**src/rtl/attributes_result_accum_pkg.sv**
```systemverilog
// Shared types for the attributes result accumulator: FSM states,
// result packet struct macro and the window counter width helper.
`ifndef ATTRIBUTES_RESULT_ACCUM_PKG_SV
`define ATTRIBUTES_RESULT_ACCUM_PKG_SV

// Result packet, parameterised on sample width DW and sum width AW.
`define ATTR_RESULT_T(DW, AW) \
    struct packed { \
        logic [(AW)-1:0] sum; \
        logic [(DW)-1:0] maxv; \
        logic [(DW)-1:0] minv; \
        logic            ovf; \
    }

package attributes_result_accum_pkg;

    typedef enum logic {
        ST_ACCUM = 1'b0,
        ST_DONE  = 1'b1
    } state_e;

    // Counter must hold 0..window inclusive.
    function automatic int cnt_width(input int window);
        return $clog2(window + 1);
    endfunction

endpackage

`endif

```
**src/rtl/attributes_window_stats.sv**
```systemverilog
// Next-value logic for the window sum/max/min/sticky-overflow.
// Ports: first_i (load instead of accumulate), xin_i, acc_*_i (current), nxt_*_o.
module attributes_window_stats #(
    parameter int DATA_W = 8,
    parameter int ACC_W  = 16
) (
    input  logic              first_i,
    input  logic [DATA_W-1:0] xin_i,
    input  logic [ACC_W-1:0]  acc_sum_i,
    input  logic [DATA_W-1:0] acc_max_i,
    input  logic [DATA_W-1:0] acc_min_i,
    input  logic              acc_ovf_i,
    output logic [ACC_W-1:0]  nxt_sum_o,
    output logic [DATA_W-1:0] nxt_max_o,
    output logic [DATA_W-1:0] nxt_min_o,
    output logic              nxt_ovf_o
);

    // One extra bit so the carry out of the sum is visible.
    logic [ACC_W:0] sum_ext;

    always_comb begin
        sum_ext = {1'b0, acc_sum_i} + (ACC_W+1)'(xin_i);
        if (first_i) begin
            nxt_sum_o = ACC_W'(xin_i);
            nxt_max_o = xin_i;
            nxt_min_o = xin_i;
            nxt_ovf_o = 1'b0;
        end else begin
            nxt_sum_o = sum_ext[ACC_W-1:0];
            nxt_max_o = (xin_i > acc_max_i) ? xin_i : acc_max_i;
            nxt_min_o = (xin_i < acc_min_i) ? xin_i : acc_min_i;
            nxt_ovf_o = acc_ovf_i | sum_ext[ACC_W];
        end
    end

endmodule

```
**src/rtl/attributes_result_accum.sv**
```systemverilog
// Accumulates WINDOW samples of XIN into a held sum/max/min/ovf packet.
// Ports: CLK, RST_N, CLEAR, XIN/IN_VALID/IN_READY in, SUM/MAXV/MINV/OVF/OUT_VALID/OUT_READY out.
module attributes_result_accum
    import attributes_result_accum_pkg::*;
#(
    parameter int DATA_W = 8,
    parameter int ACC_W  = 16,
    parameter int WINDOW = 4
) (
    input  logic              CLK,
    input  logic              RST_N,
    input  logic              CLEAR,
    input  logic [DATA_W-1:0] XIN,
    input  logic              IN_VALID,
    output logic              IN_READY,
    output logic [ACC_W-1:0]  SUM,
    output logic [DATA_W-1:0] MAXV,
    output logic [DATA_W-1:0] MINV,
    output logic              OVF,
    output logic              OUT_VALID,
    input  logic              OUT_READY
);

    localparam int CNT_W = cnt_width(WINDOW);

    typedef `ATTR_RESULT_T(DATA_W, ACC_W) result_t;

    localparam result_t RES_INIT = '{
        sum:  '0,
        maxv: '0,
        minv: '1,
        ovf:  1'b0
    };

    state_e             state_q, state_d;
    logic [CNT_W-1:0]   count_q, count_d;
    result_t            acc_q, acc_d;
    result_t            res_q, res_d;
    result_t            nxt;
    logic               accept;
    logic               first;
    logic               last;

    // DONE only takes a sample when the packet leaves in the same cycle.
    assign IN_READY  = !CLEAR && (state_q == ST_ACCUM || OUT_READY);
    assign OUT_VALID = (state_q == ST_DONE);
    assign accept    = IN_VALID && IN_READY;
    assign first     = (count_q == '0);
    assign last      = (count_q == CNT_W'(WINDOW - 1));

    assign SUM  = res_q.sum;
    assign MAXV = res_q.maxv;
    assign MINV = res_q.minv;
    assign OVF  = res_q.ovf;

    attributes_window_stats #(
        .DATA_W (DATA_W),
        .ACC_W  (ACC_W)
    ) u_stats (
        .first_i   (first),
        .xin_i     (XIN),
        .acc_sum_i (acc_q.sum),
        .acc_max_i (acc_q.maxv),
        .acc_min_i (acc_q.minv),
        .acc_ovf_i (acc_q.ovf),
        .nxt_sum_o (nxt.sum),
        .nxt_max_o (nxt.maxv),
        .nxt_min_o (nxt.minv),
        .nxt_ovf_o (nxt.ovf)
    );

    always_comb begin
        state_d = state_q;
        count_d = count_q;
        acc_d   = acc_q;
        res_d   = res_q;
        if (CLEAR) begin
            state_d = ST_ACCUM;
            count_d = '0;
            acc_d   = RES_INIT;
        end else begin
            if (state_q == ST_DONE && OUT_READY) begin
                state_d = ST_ACCUM;
            end
            if (accept) begin
                acc_d = nxt;
                if (last) begin
                    res_d   = nxt;
                    count_d = '0;
                    state_d = ST_DONE;
                end else begin
                    count_d = count_q + 1'b1;
                end
            end
        end
    end

    always_ff @(posedge CLK or negedge RST_N) begin
        if (!RST_N) begin
            state_q <= ST_ACCUM;
            count_q <= '0;
            acc_q   <= RES_INIT;
            res_q   <= RES_INIT;
        end else begin
            state_q <= state_d;
            count_q <= count_d;
            acc_q   <= acc_d;
            res_q   <= res_d;
        end
    end

endmodule

```
**config.mk**
```make
export PLATFORM = sky130hd
export DESIGN_NAME = attributes_result_accum
export DESIGN_NICKNAME = d
export VERILOG_FILES = /design/src/rtl/attributes_result_accum_pkg.sv /design/src/rtl/attributes_window_stats.sv /design/src/rtl/attributes_result_accum.sv
export SDC_FILE = /design/constraint.sdc
export NUM_CORES = 1
export LEC_CHECK = 0
export CAP_MARGIN = 20
export CORE_MARGIN = 3
export CORE_UTILIZATION = 25
export DETAILED_ROUTE_END_ITERATION = 16
export GPL_TIMING_DRIVEN = 1
export PLACE_DENSITY = 0.49
export SLEW_MARGIN = 20
export SYNTH_ARGS = -nofsm -noshare
export SYNTH_HDL_FRONTEND = slang
export SYNTH_SLANG_ARGS = --single-unit
```
**constraint.sdc**
```tcl
create_clock -name CLK -period 2.2 [get_ports CLK]
set_input_delay 0.55 -clock CLK [delete_from_list [all_inputs] [get_ports CLK]]
set_output_delay 0.55 -clock CLK [all_outputs]
set_load 0.01 [all_outputs]
```
* Yosys cells after proc, flatten, opt, wreduce, memory -nomap -nowiden *
Cells that the tools add are included.

word-level totals
  register bits = 70
  input bits = 13
  output and inout bits = 35

cells by class
  add/subtract/negate cells = 2
  order comparisons = 2
  eq/ne operators = 1
  multiplexer cells = 15
  bitwise operators = 3
  reduce and logical (&&, ||, !) cells = 8

operator list
  operator               number
  $mux W33               2
  $mux W8                4
  $add A16 B8 Y17        1
  $mux W16               1
  $mux W3                3
  $gt A8 B8 Y1           1
  $lt A8 B8 Y1           1
  $mux W1                5
  $add A3 B1 Y3 const B  1
  $eq A3 B2 Y1 const B   1
  $logic_and A1 B1 Y1    3
  $logic_not A3 Y1       1
  $reduce_and A3 Y1      1
  $not A1 Y1             2
  $reduce_bool A2 Y1     1
  $logic_not A1 Y1       1
  $logic_or A1 B1 Y1     1
  $or A1 B1 Y1           1

* Depth between registers and ports, before layout *
  word-level depth = 6
  mapped depth = 8

* By module *
Synthesis repeated with hierarchy kept, for this count alone.

second synthesis, totals
  cells, all modules = 370
  area total of the unflattened synthesis = 4354.2 µm²

by module, submodules not included
  module                   times used  cells an instance  area each (µm²)  seq. area each (µm²)
  attributes_result_accum  1           201                3083.0           1771.7
  attributes_window_stats  1           169                1271.2           0.0

* Worst setup path before layout *
OpenSTA, ideal clock, no wires.

  path type = input -> register
  start = input XIN[0]
  end = register acc_q[25] (netlist bit)
  library setup time = 118 ps
  data arrival time = 2079 ps
  data required time = 2082 ps
  setup slack = 3 ps
  stages = 7
  path through = ha_1 -> fa_1 -> a211oi_1 -> o211ai_1 -> and2_1 -> nor3b_1 -> a21o_1

on the way
  word-level cells in the longest chain between the ends = 4

RTL lines
  item                  RTL line                        source
  start, declared       attributes_result_accum.sv:13   input logic [DATA_W-1:0] XIN,
  $add A16 B8 Y17       attributes_window_stats.sv:23   sum_ext = {1'b0, acc_sum_i} + (ACC_W+1)'(xin_i);
  $mux W16              attributes_window_stats.sv:24   if (first_i) begin
  $mux W33              attributes_result_accum.sv:85   if (accept) begin
  $mux W33              attributes_result_accum.sv:77   if (CLEAR) begin
  end signal, assigned  attributes_result_accum.sv:102  acc_q <= RES_INIT;
  end signal, assigned  attributes_result_accum.sv:107  acc_q <= acc_d;
  end, declared         attributes_result_accum.sv:37   result_t acc_q, acc_d;

No other way between the ends. The select of a mux whose other input is x is not followed.
A chain may end at the register's enable or synchronous reset.

* Worst setup path after layout *
  start = input XIN[0]
  end = register res_q, in the netlist SUM[15]

on the way
  word-level cells in the longest chain between the ends = 2

RTL lines
  item                  RTL line                        source
  $add A16 B8 Y17       attributes_window_stats.sv:23
  $mux W16              attributes_window_stats.sv:24
  end signal, assigned  attributes_result_accum.sv:108  res_q <= res_d;
  end, declared         attributes_result_accum.sv:38   result_t res_q, res_d;

No other way between the ends.

==> impl_metrics.env <==
export IMPL_status="finished clean"
export IMPL_nFillCells=1633
export IMPL_clk_latency_ns=0.34
export IMPL_via_per_inst=4.98
export IMPL_multiInputGateArea_um2=2400
export IMPL_power_density_nw_per_um2=664
export IMPL_synth_top_family_by_area="compound AO/OA/AOI/OAI gates"
export IMPL_cp_top_family="simple AND/OR/NAND/NOR gates"
export IMPL_cts_path_max_buffers=2
export IMPL_yosys_area_share_simple=0.180
export IMPL_tritoncts="yes"
export IMPL_min_period_ns=2.16
export IMPL_startpoint_type="input port"
export IMPL_synth_area_um2=4200
export IMPL_vias=3966
export IMPL_crit_type="in2reg"
export IMPL_synth_nets=486
export IMPL_synth_xor_area_frac=0.0188
export IMPL_diodes=0
export IMPL_worst_pin_slew_ns=0.402
export IMPL_die_width_um=136
export IMPL_period_share=0.984
export IMPL_layout_nets=614
export IMPL_worst_path_most_repeated_cell="buf_4"
export IMPL_rows=46
export IMPL_gp_congestion=0.840
export IMPL_synth_edf_count=0
export IMPL_setup_violations=0
export IMPL_root_buffer="clkbuf_16"
export IMPL_gr_usage_all_layers=0.150
export IMPL_skew_ns=0.00672
export IMPL_critPathCaptureType="register"
export IMPL_fin_ws_ns=0.0363
export IMPL_async_flop_share=1.00
export IMPL_drt_iter0_markers=321
export IMPL_path_cells="clkdlybuf4s15_2 > ha_2 > buf_4 > a211o_4 > a21oi_4 > nor4_1 > buf_4 > or4_4 > nand3_1"
export IMPL_io_buffers=47
export IMPL_grt_pass1_wl_mm=21.5
export IMPL_min_path_type="in2async"
export IMPL_path_buf_inv=3
export IMPL_maxCapViolCount=0
export IMPL_layout_commonest_cell="buf_4"
export IMPL_hold_slack_ns=0.245
export IMPL_cts_htree_levels=3
export IMPL_cpPeakStageDelay_ns=0.47
export IMPL_clock_sinks=70
export IMPL_p_leak_nw=2.58
export IMPL_synth_distinct_cells=63
export IMPL_required_ns=2.47
export IMPL_antenna_found_initial=0
export IMPL_avgSynthCellArea_um2=9.40
export IMPL_peakVddDrop_v=0.000328
export IMPL_grt_pass1_vias=4190
export IMPL_area_growth_pct=42.7
export IMPL_fmax_mhz=462
export IMPL_setup_tns_final_ns=0
export IMPL_synth_adder_area_share=0.0792
export IMPL_initial_utilization=0.260
export IMPL_ys_seq_elements=70
export IMPL_critPathMaxFanout=5
export IMPL_synthMuxAreaShare=0.00715
export IMPL_synth_cells=447
export IMPL_drc=0
export IMPL_drive_gt1_frac=0.307
export IMPL_wl_per_cell_um=16.6
export IMPL_grt_max_degree=71
export IMPL_slowest_stage="or4_4"
export IMPL_cts_reportedPaths_clkPinSlew_ns=0.06
export IMPL_mostFrequentLayoutCells="buf_4 (84), dfrtp_1 (54), nand2_1 (47)"
export IMPL_cts_buffers=9
export IMPL_io_pins=48
export IMPL_coreArea_um2=16200
export IMPL_rsz0062_at_grt="yes"
export IMPL_seq_area_um2=1770
export IMPL_drv_slew=0
export IMPL_slew_headroom=0.731
export IMPL_grt_ovfl_total=0
export IMPL_drt_total_wl_mm=13.2
export IMPL_hold_violations=0
export IMPL_synth_flop_cell="dfrtp_1"
export IMPL_p_total_mw=3.98
export IMPL_firstDrtPassIters=4
export IMPL_hpwlAfterDp_mm=9.67
export IMPL_synth_compound_area_frac=0.240
export IMPL_drtAntennaViolNets=0
export IMPL_yosys_warnings=0
export IMPL_arrival_ns=2.43
export IMPL_yosysSeqAreaShare=0.422
export IMPL_pre_cts_ws_ns=-0.937
export IMPL_die_h_um=136
export IMPL_hold_buffers=0
export IMPL_dieArea_um2=18400
-- routing by layer --
metal / routed length, um / global-route usage / vias to the layer above
met3: 448 / 0.0327 / 6
met4: 118 / 0.0381 / 0
met2: 6540 / 0.261 / 76
li1: - / - / 1935
met5: 0 / 0 / -
met1: 6130 / 0.189 / 1949
-- area by class of cell --
class,count,share of cell area
clock buffers,13,0.0401
clock inverters,3,0.00250
inverters,24,0.0150
multi-input cells,330,0.401
flip-flops and latches,70,0.296
well taps,216,0.0451
repair buffers,140,0.201
-- registers in the layout (all words and copies together), names as in the netlist --
name / flops
acc_q: 33
SUM: 16
MAXV: 8
MINV: 8
count_q: 3
OUT_VALID: 1
OVF: 1
-- synthesized netlist by cell type (6+ instances only) --
library cell	n	area share
nand4_1	18	0.027
xnor2_1	8	0.017
nand2_1	48	0.043
inv_1	24	0.021
nor2_1	26	0.023
dfrtp_1	54	0.32
a31oi_1	9	0.013
clkbuf_1	9	0.0080
dfstp_2	16	0.10
a32o_1	9	0.021
nand3_1	27	0.032
o32a_2	8	0.021
o211ai_1	16	0.029
buf_2	6	0.0071
ha_1	25	0.074
a21oi_1	16	0.019
o21ai_0	36	0.043
-- timing repair --
action	CTS	global route
cloned	0	0
setup buffers	6	6
endpoints found under the setup margin	59	43
pin swaps	14	22
resized for setup	40	28
-- power by group --
part	internal, mW	switching (mW)	leakage (nW)
combinational	0.580	0.576	1.55
clock	0.758	0.531	0.127
sequential	1.45	0.0876	0.901
-- cells by family after synthesis --
group,after synthesis
xor+xnor,9
buf+inv,47
compound gates,139
simple gates,153
fa+ha+maj,26
flops,70
mux,3
-- worst reg2reg max path, delay by kind of cell (launching register included) --
| kind | cells | cell delay, ns |
|---|---|---|
| buffers and inverters | 2 | 0.29 |
| flip-flops | 1 | 0.39 |
| AND/OR/NAND/NOR | 3 | 0.64 |
| AO/OA/AOI/OAI | 2 | 0.55 |
| adder cells (fa/ha/maj) | 1 | 0.20 |
-- metrics by stage --
stage / util / cells / cell area (um^2)
global route: 0.371 / 796 / 5990
detailed placement: 0.337 / 769 / 5450
finish: 0.371 / 796 / 5990
CTS: 0.362 / 791 / 5860
global placement: 0.337 / 769 / 5450
floorplan: - / 447 / 4200
-- path summary, 6_finish.rpt --
kind / startpoint / endpoint / slack (ns) / cells after the start
setup / recovery: XIN[0] / SUM[15]$_DFFE_PN0P_ / 0.04 / 9
hold / removal: RST_N / acc_q[30]$_DFFE_PN0P_ / 0.24 / 2
setup reg to reg: acc_q[17]$_DFFE_PN0P_ / SUM[15]$_DFFE_PN0P_ / 0.07 / 8
hold reg to reg: SUM[6]$_DFFE_PN0P_ / SUM[6]$_DFFE_PN0P_ / 0.48 / 2
max in group asynchronous: RST_N / MINV[7]$_DFFE_PN1P_ / 1.61 / 2
min in group CLK: SUM[6]$_DFFE_PN0P_ / SUM[6]$_DFFE_PN0P_ / 0.48 / 2
Power figures use the tool's default switching activity.
